### config.mk
export PLATFORM = sky130hd
export DESIGN_NAME = divider_n_bits_buffer
export DESIGN_NICKNAME = d
export VERILOG_FILES = /design/src/rtl/divider_pkg.sv /design/src/rtl/divider_step.sv /design/src/rtl/divider_n_bits_buffer.sv
export SDC_FILE = /design/constraint.sdc
export NUM_CORES = 1
export LEC_CHECK = 0
export ABC_CLOCK_PERIOD_IN_PS = 5000
export CORE_UTILIZATION = 35
export DETAILED_ROUTE_END_ITERATION = 12
export GPL_TIMING_DRIVEN = 0
export SLEW_MARGIN = 20
export SYNTH_ARGS = -nofsm -noshare
export SYNTH_HDL_FRONTEND = slang
export SYNTH_SLANG_ARGS = --single-unit
### constraint.sdc
create_clock -name clk -period 5 [get_ports clk]
set_input_delay 1 -clock clk [delete_from_list [all_inputs] [get_ports clk]]
set_output_delay 1 -clock clk [all_outputs]
set_load 0.01 [all_outputs]
### src/rtl/divider_pkg.sv
// Shared constants for the buffered restoring divider: FSM states and operand-select codes.
package divider_pkg;

  localparam int unsigned DIV_N = 8;

  typedef enum logic [1:0] {
    IDLE = 2'd0,
    RUN  = 2'd1,
    DONE = 2'd2
  } state_t;

  localparam logic [1:0] SEL_NONE   = 2'b00;
  localparam logic [1:0] SEL_DVD_LO = 2'b01;
  localparam logic [1:0] SEL_DVD_HI = 2'b10;
  localparam logic [1:0] SEL_DVS    = 2'b11;

endpackage

### src/rtl/divider_step.sv
// One combinational restoring-division iteration: shift in the next dividend bit, trial-subtract.
module divider_step #(
  parameter int unsigned N = 8
) (
  input  logic [N-1:0] i_rem,
  input  logic         i_work_msb,
  input  logic [N-1:0] i_divisor,
  output logic [N-1:0] o_rem_nxt_c,
  output logic         o_q_bit_c
);

  // N+1 bits so the shifted-in value can exceed the divisor before subtraction
  logic [N:0] w_r;

  assign w_r         = {i_rem, i_work_msb};
  assign o_q_bit_c   = (w_r >= {1'b0, i_divisor});
  assign o_rem_nxt_c = o_q_bit_c ? N'(w_r - {1'b0, i_divisor}) : N'(w_r);

endmodule

### src/rtl/divider_n_bits_buffer.sv
// Buffered 2N/N restoring divider: operands loaded piecewise from a shared bus,
// one quotient bit per clock, results held until the next completion.
module divider_n_bits_buffer
  import divider_pkg::*;
#(
  parameter int unsigned N = DIV_N
) (
  input  logic           clk,
  input  logic           rst_n,
  input  logic [N-1:0]   data_in,
  input  logic [1:0]     load_sel,
  input  logic           start,
  output logic [2*N-1:0] quotient,
  output logic [N-1:0]   remainder,
  output logic           busy,
  output logic           done,
  output logic           div_zero
);

  localparam int unsigned       CNT_W     = $clog2(2 * N) + 1;
  localparam logic [CNT_W-1:0] LAST_STEP = CNT_W'(2 * N - 1);

  state_t           r_state, w_state_nxt;
  logic [2*N-1:0]   r_dvd, w_dvd_nxt;
  logic [N-1:0]     r_dvs, w_dvs_nxt;
  logic [2*N-1:0]   r_work, w_work_nxt;
  logic [N-1:0]     r_rem, w_rem_nxt;
  logic [CNT_W-1:0] r_cnt, w_cnt_nxt;
  logic [2*N-1:0]   r_quot, w_quot_nxt;
  logic [N-1:0]     r_remd, w_remd_nxt;
  logic             r_dz, w_dz_nxt;
  logic             r_busy, w_busy_nxt;
  logic             r_done, w_done_nxt;
  logic [N-1:0]     w_step_rem;
  logic             w_q_bit;

  divider_step #(.N(N)) u_step (
    .i_rem       (r_rem),
    .i_work_msb  (r_work[2*N-1]),
    .i_divisor   (r_dvs),
    .o_rem_nxt_c (w_step_rem),
    .o_q_bit_c   (w_q_bit)
  );

  // Next-state, datapath and output-register update logic
  always_comb begin
    w_state_nxt = r_state;
    w_dvd_nxt   = r_dvd;
    w_dvs_nxt   = r_dvs;
    w_work_nxt  = r_work;
    w_rem_nxt   = r_rem;
    w_cnt_nxt   = r_cnt;
    w_quot_nxt  = r_quot;
    w_remd_nxt  = r_remd;
    w_dz_nxt    = r_dz;

    case (r_state)
      IDLE, DONE: begin
        w_state_nxt = IDLE;
        // start takes priority; a coincident load is dropped
        if (start) begin
          if (r_dvs != '0) begin
            w_state_nxt = RUN;
            w_work_nxt  = r_dvd;
            w_rem_nxt   = '0;
            w_cnt_nxt   = '0;
            w_dz_nxt    = 1'b0;
          end else begin
            w_state_nxt = DONE;
            w_quot_nxt  = '1;
            w_remd_nxt  = r_dvd[N-1:0];
            w_dz_nxt    = 1'b1;
          end
        end else begin
          case (load_sel)
            SEL_DVD_LO: w_dvd_nxt[N-1:0]   = data_in;
            SEL_DVD_HI: w_dvd_nxt[2*N-1:N] = data_in;
            SEL_DVS:    w_dvs_nxt          = data_in;
            default:    ;
          endcase
        end
      end
      RUN: begin
        w_work_nxt = {r_work[2*N-2:0], w_q_bit};
        w_rem_nxt  = w_step_rem;
        w_cnt_nxt  = r_cnt + 1'b1;
        if (r_cnt == LAST_STEP) begin
          w_state_nxt = DONE;
          w_quot_nxt  = {r_work[2*N-2:0], w_q_bit};
          w_remd_nxt  = w_step_rem;
        end
      end
      default: w_state_nxt = IDLE;
    endcase

    w_busy_nxt = (w_state_nxt == RUN);
    w_done_nxt = (w_state_nxt == DONE);
  end

  // State and datapath registers
  always_ff @(posedge clk or negedge rst_n) begin
    if (!rst_n) begin
      r_state <= IDLE;
      r_dvd   <= '0;
      r_dvs   <= '0;
      r_work  <= '0;
      r_rem   <= '0;
      r_cnt   <= '0;
      r_quot  <= '0;
      r_remd  <= '0;
      r_dz    <= 1'b0;
      r_busy  <= 1'b0;
      r_done  <= 1'b0;
    end else begin
      r_state <= w_state_nxt;
      r_dvd   <= w_dvd_nxt;
      r_dvs   <= w_dvs_nxt;
      r_work  <= w_work_nxt;
      r_rem   <= w_rem_nxt;
      r_cnt   <= w_cnt_nxt;
      r_quot  <= w_quot_nxt;
      r_remd  <= w_remd_nxt;
      r_dz    <= w_dz_nxt;
      r_busy  <= w_busy_nxt;
      r_done  <= w_done_nxt;
    end
  end

  assign quotient  = r_quot;
  assign remainder = r_remd;
  assign busy      = r_busy;
  assign done      = r_done;
  assign div_zero  = r_dz;

endmodule

==> results of run 1 <==
==> where the power goes <==
| part | switching (uW) | total, uW | internal (uW) |
|---|---|---|---|
| Sequential | 206 | 1190 | 984 |
| Combinational | 828 | 1520 | 694 |
| Clock | 266 | 506 | 240 |
==> stage by stage <==
stage / util / setup TNS (ns) / cell area, sq um
finish: 0.439 / 0 / 4570
global route: 0.439 / 0 / 4570
CTS: 0.439 / 0 / 4570
detailed placement: 0.419 / 0 / 4370
global placement: 0.417 / -0.114 / 4350
floorplan: - / 0 / 3790
==> cell usage in the layout, fill, tap and decap left out, types with 4 or more instances in the layout <==
cell type,Yosys,final
inv_6,1,6
ha_1,10,10
o21ai_1,4,4
inv_1,14,14
nand2_1,57,57
nor2_1,43,43
a21oi_1,26,26
and3_1,5,5
a31oi_1,19,19
clkbuf_8,0,9
mux2_2,18,18
clkbuf_1,10,10
xnor2_1,4,4
nand3_1,16,16
clkdlybuf4s50_1,0,38
o21ai_0,26,26
a21o_1,4,4
dfrtp_1,82,82
==> layout make-up <==
cell class                      count  area share
Buffer                             17      0.0197
Clock buffer                        9      0.0271
Clock inverter                      7      0.0178
Inverter                           15      0.0134
Multi-Input combinational cell    268       0.347
Sequential cell                    82       0.449
Tap cell                          136      0.0372
Timing Repair Buffer               40      0.0892
==> critical path, cell delays in order <==
cell             delay [ns]
clkdlybuf4s50_1        0.51
nand2b_1               0.17
nor2_1                 0.57
clkbuf_1               0.42
nand2_1                0.10
a31oi_1                0.18
==> worst max-delay path by stage <==
stage          slack, ns            to
2_1_floorplan       2.92  remainder[3]
3_3_place_gp      -0.004      r_rem[6]
3_5_place_dp        1.98    r_work[12]
4_1_cts             2.33     r_work[6]
5_1_grt             2.11     r_work[7]
6_report            2.33    r_work[11]
==> cell families after synthesis <==
family                     synth area share
and+or+nand+nor                       0.168
AOI/OAI and AO/OA                     0.136
DFF                                   0.542
buffers and inverters                0.0400
muxes                                0.0614
adders and majority gates            0.0383
xor gates and xnor gates             0.0139
==> flip-flops by register name (all words and copies together) (netlist names) <==
signal     flops
quotient      16
r_dvd         16
r_work        16
r_dvs          8
r_rem          8
remainder      8
r_cnt          5
r_state        2
busy           1
div_zero       1
done           1
==> routing by layer <==
| layer | up-vias | track usage | wire length [um] |
|---|---|---|---|
| li1 | 1442 | - | - |
| met5 | - | 0 | 0 |
| met3 | 9 | 0.0239 | 403 |
| met1 | 1464 | 0.265 | 4670 |
| met2 | 62 | 0.275 | 4230 |
| met4 | 0 | 0.0585 | 114 |
==> impl_metrics.tcl, run 1 <==
set metrics [dict create \
    clock_path_buffers 2 \
    yosys_warnings 0 \
    cp-start-kind "input pin" \
    worst_pin_slew_ns 0.792 \
    multi_input_area_sq_um 1580 \
    antenna_left 0 \
    fmax_mhz 374 \
    r2r_cells 9 \
    post-cts-setup-buffer-count 0 \
    initialDrtViolationCount 190 \
    yosysMostFrequentCell "dfrtp_1" \
    crit_type "in2reg" \
    cts.clk_slew.worst_paths_ns 0.09 \
    track_usage 0.180 \
    synthTopCellsByArea "dfrtp_1 (54%), nand2_1 (5.6%), mux2_2 (5.4%)" \
    cts.sinks 82 \
    syn_inst 382 \
    regArea_sq_um 2050 \
    diodes 0 \
    portBuffers 39 \
    ir_drop_mv 0.270 \
    clk_latency_ns 0.35 \
    startpoint "start" \
    grt_start_max_net_pins 44 \
    syn-num-nets 406 \
    avgSynthCellArea_sq_um 9.91 \
    row_count 37 \
    path_max_fanout 10 \
    cp.required_ns 5.28 \
    holdPathStages 1 \
    synth_top_area_cell "dfrtp_1" \
    dp_slack_ns 1.98 \
    synth-main-ff-cell "dfrtp_1" \
    drive_above_1_share 0.119 \
    hold_violations 0 \
    final.fill_count 1005 \
    core-area_sq_um 10400 \
    synth_enable_flop_cells 0 \
    finalCriticalPeriod_ns 2.67 \
    setup_slack_ns 2.33 \
    finalPower_uw 3220 \
    drc 0 \
    rsz0062_at_grt "no" \
    place.gp.congestion 0.836 \
    cts_resized 0 \
    ys_seq_area_frac 0.542 \
    initial_core_util 0.364 \
    finalSetupViolCount 0 \
    postCtsHoldBufs 0 \
    max_slew_margin 0.470 \
    die_w_um 106 \
    via_count 2977 \
    worstHoldStart "r_dvd[14]" \
    cts_root_buf "clkbuf_8" \
    nNetsFinal 457 \
    final-max-slew-violation-count 0 \
    fp.dieH_um 106 \
    grt_pass1_vias 2882 \
    reg2reg_to "remainder[1]" \
    wl_um 9420 \
    ios 40 \
    fin_skew_ns 0.00895 \
    leakagePower_uw 0.00199 \
    r2r_slack_ns 2.61 \
    cp-end-kind "register" \
    synthTopCellsByCount "dfrtp_1 (82), nand2_1 (57), nor2_1 (43), a21oi_1 (26), o21ai_0 (26)" \
    grt_first_pass_wirelength_um 15500 \
    drv_cap 0 \
    syn-cell-area_sq_um 3790 \
    worstHoldPathType "reg2reg" \
    area_growth_pct 20.7 \
    dp.cells 558 \
    worst_r2r_startpoint "r_dvs[3]" \
    critPathArrivalTime_ns 2.95 \
    synthArstFlopShare 1.00 \
    via_per_inst 5.19 \
    min_to "r_dvd[14]" \
    cts_tree "done" \
    status "completed" \
    wl_per_cell_um 16.4 \
    cts_htree_levels 3 \
    grt_overflow 0 \
    antenna_found_initial 0 \
    synthDistinctLibCells 43 \
    fin_crit_sh 0.534 \
    power_density_nw_per_um2 704 \
    first_pass_iters 4 \
    dp_hpwl_um 6880 \
    dieArea_sq_um 11200 \
    timing.hold.ws_ns 0.514 \
    ys_ff_latch 82 \
    netlist.area_leader.share 0.542 \
    numCtsBuffers 9 \
    final_cells 574 \
]
No activity file was read; power rests on OpenSTA's default activity.
==> run 2, diff against run 1 <==
--- a/config.mk
+++ b/config.mk
@@ -5,7 +5,7 @@
 export SDC_FILE = /design/constraint.sdc
 export NUM_CORES = 1
 export LEC_CHECK = 0
-export ABC_CLOCK_PERIOD_IN_PS = 5000
+export ABC_CLOCK_PERIOD_IN_PS = 2380
 export CORE_UTILIZATION = 35
 export DETAILED_ROUTE_END_ITERATION = 12
 export GPL_TIMING_DRIVEN = 0
==> constraint.sdc (replaced) <==
create_clock -name clk -period 2.38 [get_ports clk]
set_input_delay 0.476 -clock clk [delete_from_list [all_inputs] [get_ports clk]]
set_output_delay 0.476 -clock clk [all_outputs]
set_load 0.01 [all_outputs]
==> run 2 against run 1 <==
Net effect:
- combinational power increased by 120%
- register-to-register slack got worse by 2.5 ns
- count of clock-buffer cells in the layout unchanged
- flip-flop and latch count unchanged
- die area unchanged
- first-iteration DRC count decreased by 17%
- critical path depth increased by 3
- design area increased by 0.99%
- critical path type is now reg2reg
- largest cell class unchanged
==> impl_metrics.tcl, run 2 (synthesized netlist as in run 1, its figures left out) <==
set metrics [dict create \
    status "completed" \
    finalCriticalPeriod_ns 2.25 \
    worst_pin_slew_ns 0.801 \
    row_count 37 \
    startpoint "r_dvs[3]" \
    cp-start-kind "register" \
    tns_ns 0 \
    cts.sinks 82 \
    setup_slack_ns 0.134 \
    wl_per_cell_um 16.4 \
    critPathArrivalTime_ns 2.47 \
    clk_latency_ns 0.35 \
    initial_core_util 0.364 \
    post-cts-setup-buffer-count 0 \
    initialDrtViolationCount 157 \
    fp.dieH_um 106 \
    crit_type "reg2reg" \
    final_util 0.443 \
    die_w_um 106 \
    core-area_sq_um 10400 \
    wl_um 9400 \
    cts.clk_slew.worst_paths_ns 0.09 \
    clock_path_buffers 2 \
    path_max_fanout 7 \
    ios 40 \
    fmax_mhz 445 \
    cp-end-kind "register" \
    leakagePower_uw 0.00200 \
    worstHoldPathType "in2async" \
    via_per_inst 5.22 \
    cts_resized 0 \
    postCtsHoldBufs 0 \
    area_growth_pct 21.9 \
    antenna_found_initial 0 \
    drive_above_1_share 0.135 \
    final-max-slew-violation-count 0 \
    numCtsBuffers 9 \
    nNetsFinal 457 \
    diodes 0 \
    cts_tree "done" \
    max_slew_margin 0.464 \
    dieArea_sq_um 11200 \
    grt_first_pass_wirelength_um 15500 \
    cts_root_buf "clkbuf_8" \
    cts_htree_levels 3 \
    grt_pass1_vias 2882 \
    portBuffers 39 \
    drv_cap 0 \
    grt_overflow 0 \
    hold_violations 0 \
    place.gp.congestion 0.836 \
    dp_hpwl_um 6880 \
    finalSetupViolCount 0 \
    fin_crit_sh 0.944 \
    via_count 2997 \
    mostFrequentLayoutCell "dfrtp_1" \
    antenna_left 0 \
    worst_r2r_startpoint "r_dvs[3]" \
    cp.required_ns 2.61 \
    dp_slack_ns -0.119 \
    layout_common_cells "dfrtp_1 (82), nand2_1 (57), nor2_1 (42), clkdlybuf4s50_1 (38), o21ai_0 (26)" \
    drc 0 \
    track_usage 0.180 \
    first_pass_iters 4 \
    fin_skew_ns 0.0125 \
    ir_drop_mv 0.565 \
    power_density_nw_per_um2 1500 \
    grt_start_max_net_pins 44 \
]
-- run 2: path summary, 6_finish.rpt --
| check | end | slack (ns) | cells past startpoint |
|---|---|---|---|
| worst min register to register | r_dvd[14] | 0.51 | 1 |
| min in group clk | r_dvd[14] | 0.51 | 1 |
| max in group asynchronous | remainder[5] | 1.67 | 2 |
| worst max-delay path | remainder[1] | 0.13 | 9 |
| worst max register to register | remainder[1] | 0.13 | 9 |
| worst min-delay path | quotient[6] | 0.09 | 1 |
-- run 2: critical path, cell delays in order, from the launching register on --
cell       delay [ns]
dfrtp_1          0.37
inv_1            0.06
ha_1             0.36
a21o_1           0.22
a21oi_4          0.20
a2bb2oi_2        0.20
and2_1           0.16
clkbuf_4         0.19
mux2i_4          0.25
o21ai_0          0.10
-- run 2: area by class of cell --
class	instances	area [sq um]
plain buffers	17	92.6
clock buffers	9	124
clock inverters	7	81.3
fillers	1002	5800
inverters	15	61.3
multi-input cells	268	1630
flip-flops and latches	82	2050
well taps	136	170
repair buffers	40	408
-- run 2: metrics by stage --
step | instance area [sq um] | std cells | total power, uW | hold WS (ns)
final | 4620 | 574 | 6920 | 0.0935
after global placement | 4350 | 557 | 5620 | 0.484
after CTS | 4570 | 574 | 6770 | 0.109
after floorplan | 3790 | 382 | 4550 | 0.180
after detailed placement | 4370 | 558 | 5690 | 0.494
after global routing | 4620 | 574 | 7470 | 0.128
-- run 2: where the power goes --
| part | internal [uW] | leakage (uW) | switching [uW] | total (uW) |
|---|---|---|---|---|
| clock | 504 | 0.000102 | 556 | 1060 |
| combinational | 1550 | 0.000936 | 1810 | 3360 |
| sequential | 2070 | 0.000958 | 441 | 2510 |
| total | 4120 | 0.00200 | 2800 | 6920 |
-- run 2: metal layers --
metal	vias to the layer above	wire length [um]	share of wire	GRT usage
li1	1434	-	-	-
met1	1468	4550	0.48	0.265
met2	84	4280	0.45	0.275
met3	11	442	0.047	0.0239
met4	0	133	0.014	0.0585
met5	-	0	0	0
==> run 3, diff against run 2 <==
--- a/config.mk
+++ b/config.mk
@@ -9,6 +9,7 @@
 export CORE_UTILIZATION = 35
 export DETAILED_ROUTE_END_ITERATION = 12
 export GPL_TIMING_DRIVEN = 0
+export RECOVER_POWER = 50
 export SLEW_MARGIN = 20
 export SYNTH_ARGS = -nofsm -noshare
 export SYNTH_HDL_FRONTEND = slang
==> run 3 against run 2 <==
Net effect:
- clock power hardly changed
- setup slack worse by 0.0038 ns
- design area fell by 0.49%
- critical path type unchanged
- critical path depth unchanged
- combinational power is essentially flat
- routed wire length up 0.69%
- fmax fell by 0.17%
- die area unchanged
- final cell count unchanged
- count of clock-buffer cells in the layout did not move
==> impl_metrics.tcl, run 3 (synthesized netlist as in run 1, its figures left out) <==
set metrics [dict create \
    wl_per_cell_um 16.5 \
    worst_pin_slew_ns 1.06 \
    fp.dieH_um 106 \
    grt_pass1_vias 2882 \
    die_w_um 106 \
    stdcell_area_sq_um 4590 \
    final.fill_count 1004 \
    grt_start_max_net_pins 44 \
    p_sw_frac 0.407 \
    hold_violations 0 \
    drive_above_1_share 0.132 \
    drv_cap 0 \
    leakagePower_uw 0.00199 \
    initial_core_util 0.364 \
    fmax_mhz 444 \
    postCtsHoldBufs 0 \
    clk_latency_ns 0.35 \
    row_count 37 \
    ir_drop_mv 0.552 \
    fin_crit_sh 0.945 \
    initialDrtViolationCount 190 \
    layout_common_cells "dfrtp_1 (82), nand2_1 (57), nor2_1 (42), clkdlybuf4s50_1 (27), o21ai_0 (26)" \
    met3_length_um 283 \
    area_growth_pct 21.3 \
    fin_skew_ns 0.0109 \
    critPathArrivalTime_ns 2.53 \
    finalCriticalPeriod_ns 2.25 \
    finalSetupViolCount 0 \
    cts_root_buf "clkbuf_8" \
    grt_first_pass_wirelength_um 15500 \
    track_usage 0.180 \
    wl_um 9460 \
    nNetsFinal 457 \
    ios 40 \
    p_int_uw 4090 \
    dr_wl_met2_um 4390 \
    path_cells "ha_1 -> and3_1 -> ha_1 -> inv_1 -> nor2_2 -> nor2_2 -> inv_6 -> buf_2 -> a21oi_1" \
    place.gp.congestion 0.836 \
    grt_overflow 0 \
    path_max_fanout 10 \
    dp_hpwl_um 6880 \
    status "completed" \
    cp.required_ns 2.66 \
    crit_type "reg2reg" \
    netSwitchingPower_uw 2810 \
    via_per_inst 5.22 \
    cp-end-kind "register" \
    first_pass_iters 5 \
    drc 0 \
    antenna_left 0 \
    diodes 0 \
    routedLengthMet1_um 4680 \
    seq_power_share 0.363 \
    clock_path_buffers 2 \
    core-area_sq_um 10400 \
    cts.clk_slew.worst_paths_ns 0.09 \
    portBuffers 39 \
    final_cells 574 \
    cp-start-kind "register" \
    numCtsBuffers 9 \
    antenna_found_initial 0 \
    placed_area_sq_um 4370 \
    cts_tree "done" \
    r2r_slack_ns 0.13 \
    via_count 2998 \
    cts.sinks 82 \
    combPwrFrac 0.483 \
    r2r_cells 9 \
    dp.cells 558 \
    power_density_nw_per_um2 1500 \
    final-max-slew-violation-count 0 \
    max_stage_delay_ns 0.44 \
    mostFrequentLayoutCell "dfrtp_1" \
    cpMaxStageDelayCell "nor2_2" \
    max_slew_margin 0.296 \
    worstHoldPathType "in2async" \
    p_clk_frac 0.154 \
    tns_ns 0 \
    dr.max_layer_used "met4" \
    cts_htree_levels 3 \
    dieArea_sq_um 11200 \
]
[run 3: final timing paths]
kind,start,end
min in group clk,r_dvd[14],r_dvd[14]
setup reg to reg,r_cnt[0],quotient[7]
max in group asynchronous,rst_n,r_dvd[1]
setup / recovery,r_cnt[0],quotient[7]
hold / removal,rst_n,quotient[6]
hold reg to reg,r_dvd[14],r_dvd[14]
[run 3: worst max-delay path, delay by kind of cell (launching register included)]
family / cells / cell delay [ns]
and+or+nand+nor: 3 / 0.69
adders and majority gates: 2 / 0.47
DFF: 1 / 0.42
buffers and inverters: 3 / 0.41
AOI/OAI and AO/OA: 1 / 0.17
[run 3: cell type report]
type	count	area, sq um	area share
inverter	15	61.3	0.0133
multi-input combinational	268	1620	0.353
buffer	17	92.6	0.0202
sequential	82	2050	0.447
tap	136	170	0.0370
timing repair buffer	40	390	0.0850
clock inverter	7	81.3	0.0177
clock buffer	9	124	0.0270
[run 3: per-layer routing]
layer | track usage | vias up
li1 | - | 1440
met1 | 0.265 | 1481
met2 | 0.275 | 70
met3 | 0.0239 | 7
met4 | 0.0585 | 0
met5 | 0 | -
[run 3: power groups by stage]
stage | Combinational (uW) | Sequential, uW | Clock (uW)
6_report | 3330 | 2500 | 1060
5_1_grt | 3700 | 2580 | 1140
4_1_cts | 3190 | 2500 | 1080
3_5_place_dp | 3170 | 2520 | 0
3_3_place_gp | 3110 | 2510 | 0
2_1_floorplan | 2040 | 2500 | 0
[run 3: what timing repair did]
| item | 4_1_cts | 5_1_grt |
|---|---|---|
| buffers inserted | 0 | 0 |
| resized for setup | 0 | 10 |
| endpoints found under the hold margin | 0 | 0 |
| setup endpoints to repair | 0 | 23 |
[run 3: metrics by stage]
step / power [uW] / util / worst slack (ns) / hold slack, ns
after global placement: 5620 / 0.417 / -2.10 / 0.484
after global routing: 7430 / 0.441 / -0.00592 / 0.352
after floorplan: 4550 / - / 0.360 / 0.180
after detailed placement: 5690 / 0.419 / -0.119 / 0.494
final: 6890 / 0.441 / 0.130 / 0.272
after CTS: 6770 / 0.439 / 0.0132 / 0.109
==> patch, RTL diff (flow settings as in run 2) <==
`DIV_N`: 8 -> 16.
--- a/src/rtl/divider_pkg.sv
+++ b/src/rtl/divider_pkg.sv
@@ -3,3 +3,3 @@
 
-  localparam int unsigned DIV_N = 8;
+  localparam int unsigned DIV_N = 16;
 
Ports: changed (resized data_in, quotient and remainder); port bits go from 40 to 72. The function was not compared with the original's and may differ.
==> patch against run 2 <==
The flow now finishes with violations (negative setup slack). Synthesized area rose by 92%. Count of clock-buffer cells in the layout rose by 11. Setup slack got worse by 0.17 ns. Wire length is 120% higher. Final area grew 110%. Via count is 93% higher. Sequential cell count is 73 higher. Critical path depth increased by 2. Power rose by 120%. Critical path type unchanged. Critical endpoint is now remainder[14]$_DFFE_PN0P_. Highest routed layer unchanged.
==> patch: results <==
[sta]
setup_slack_ns = -0.0389
setup_viol = 3
tightest_slew_ns = 0.824
skew_ns = 0.00915

[logic_synthesis]
synth_cell_types = 55
muxShareOfSynthArea_pct = 10.0
syn_avg_cell_area_um2 = 10.7
synth_fa_ha_area_share_pct = 3.19

[clock_network]
htree_levels = 4
post-cts-setup-buffers = 8
clkLatencyLatePin_ns = 0.43
cts_buffers = 17

[power_and_ir_drop]
cellLeakagePower_nw = 4.11

[detailed_routing]
routed_via_density = 5.33
dr.first_iter.drc_count = 339

[placement]
dpl_cell_area_um2 = 8370
dp_slack_ns = -0.324
place.gp.congestion = 0.844
dpl.cell_count = 1021

[grt]
grt_start_max_net_pins = 87
grt_pass1_wl_mm = 31.7
met3_usage_pct = 3.19
first_global_vias = 5532

[outcome]
status = finished, violations left
violations = negative setup slack

[setup_path]
crit_path_max_fanout = 3

[cells_and_area]
drive_gt1_share_pct = 24.5
==> patch: changes by cell type in the layout (fill, tap and decap cells not counted), moves of 17 or more <==
cell,delta
dfrtp_1,+69
buf_4,+34
o22a_1,+32
nor2_1,-17
mux2i_1,+29
clkbuf_16,+18
clkdlybuf4s50_1,+32
o21ai_0,+36
nand2_1,+28
==> patch: worst paths after layout <==
| path | end | slack (ns) |
|---|---|---|
| max | remainder[14]$_DFFE_PN0P_ | -0.04 |
| min | r_rem[9]$_DFFE_PN0P_ | 0.009 |
| max reg2reg | remainder[14]$_DFFE_PN0P_ | -0.04 |
| min reg2reg | quotient[20]$_DFFE_PN0P_ | 0.49 |
| max in group asynchronous | r_rem[2]$_DFFE_PN0P_ | 1.51 |
| min in group clk | quotient[20]$_DFFE_PN0P_ | 0.49 |
==> patch: through the flow <==
step	setup TNS, ns	power, W	hold slack, ns
final	-0.0400	0.0156	0.00898
after global routing	-1.44	0.0164	0.0532
after CTS	-0.00425	0.0141	0.0311
after detailed placement	-12.32	0.0104	0.476
after global placement	-898.46	0.0103	0.471
after floorplan	0	0.00846	0.180
==> patch: power breakdown <==
| group | total, W | switching [W] | internal, W |
|---|---|---|---|
| clock | 0.00308 | 0.00120 | 0.00188 |
| combinational | 0.00776 | 0.00387 | 0.00389 |
| sequential | 0.00472 | 0.000943 | 0.00378 |
==> patch: layout make-up <==
cell class | instances | area (µm²)
Fill cell | 1871 | 10600
Sequential cell | 155 | 3880
Multi-Input combinational cell | 460 | 3530
Timing Repair Buffer | 108 | 1030
Clock buffer | 20 | 467
Tap cell | 270 | 338
Buffer | 39 | 216
Clock inverter | 12 | 199
Inverter | 22 | 82.6
==> patch: layer usage <==
layer	share of wire, %	wire length, µm
met5	0	0
met4	2.6	552
met3	4.6	965
met2	46	9720
met1	47	9900
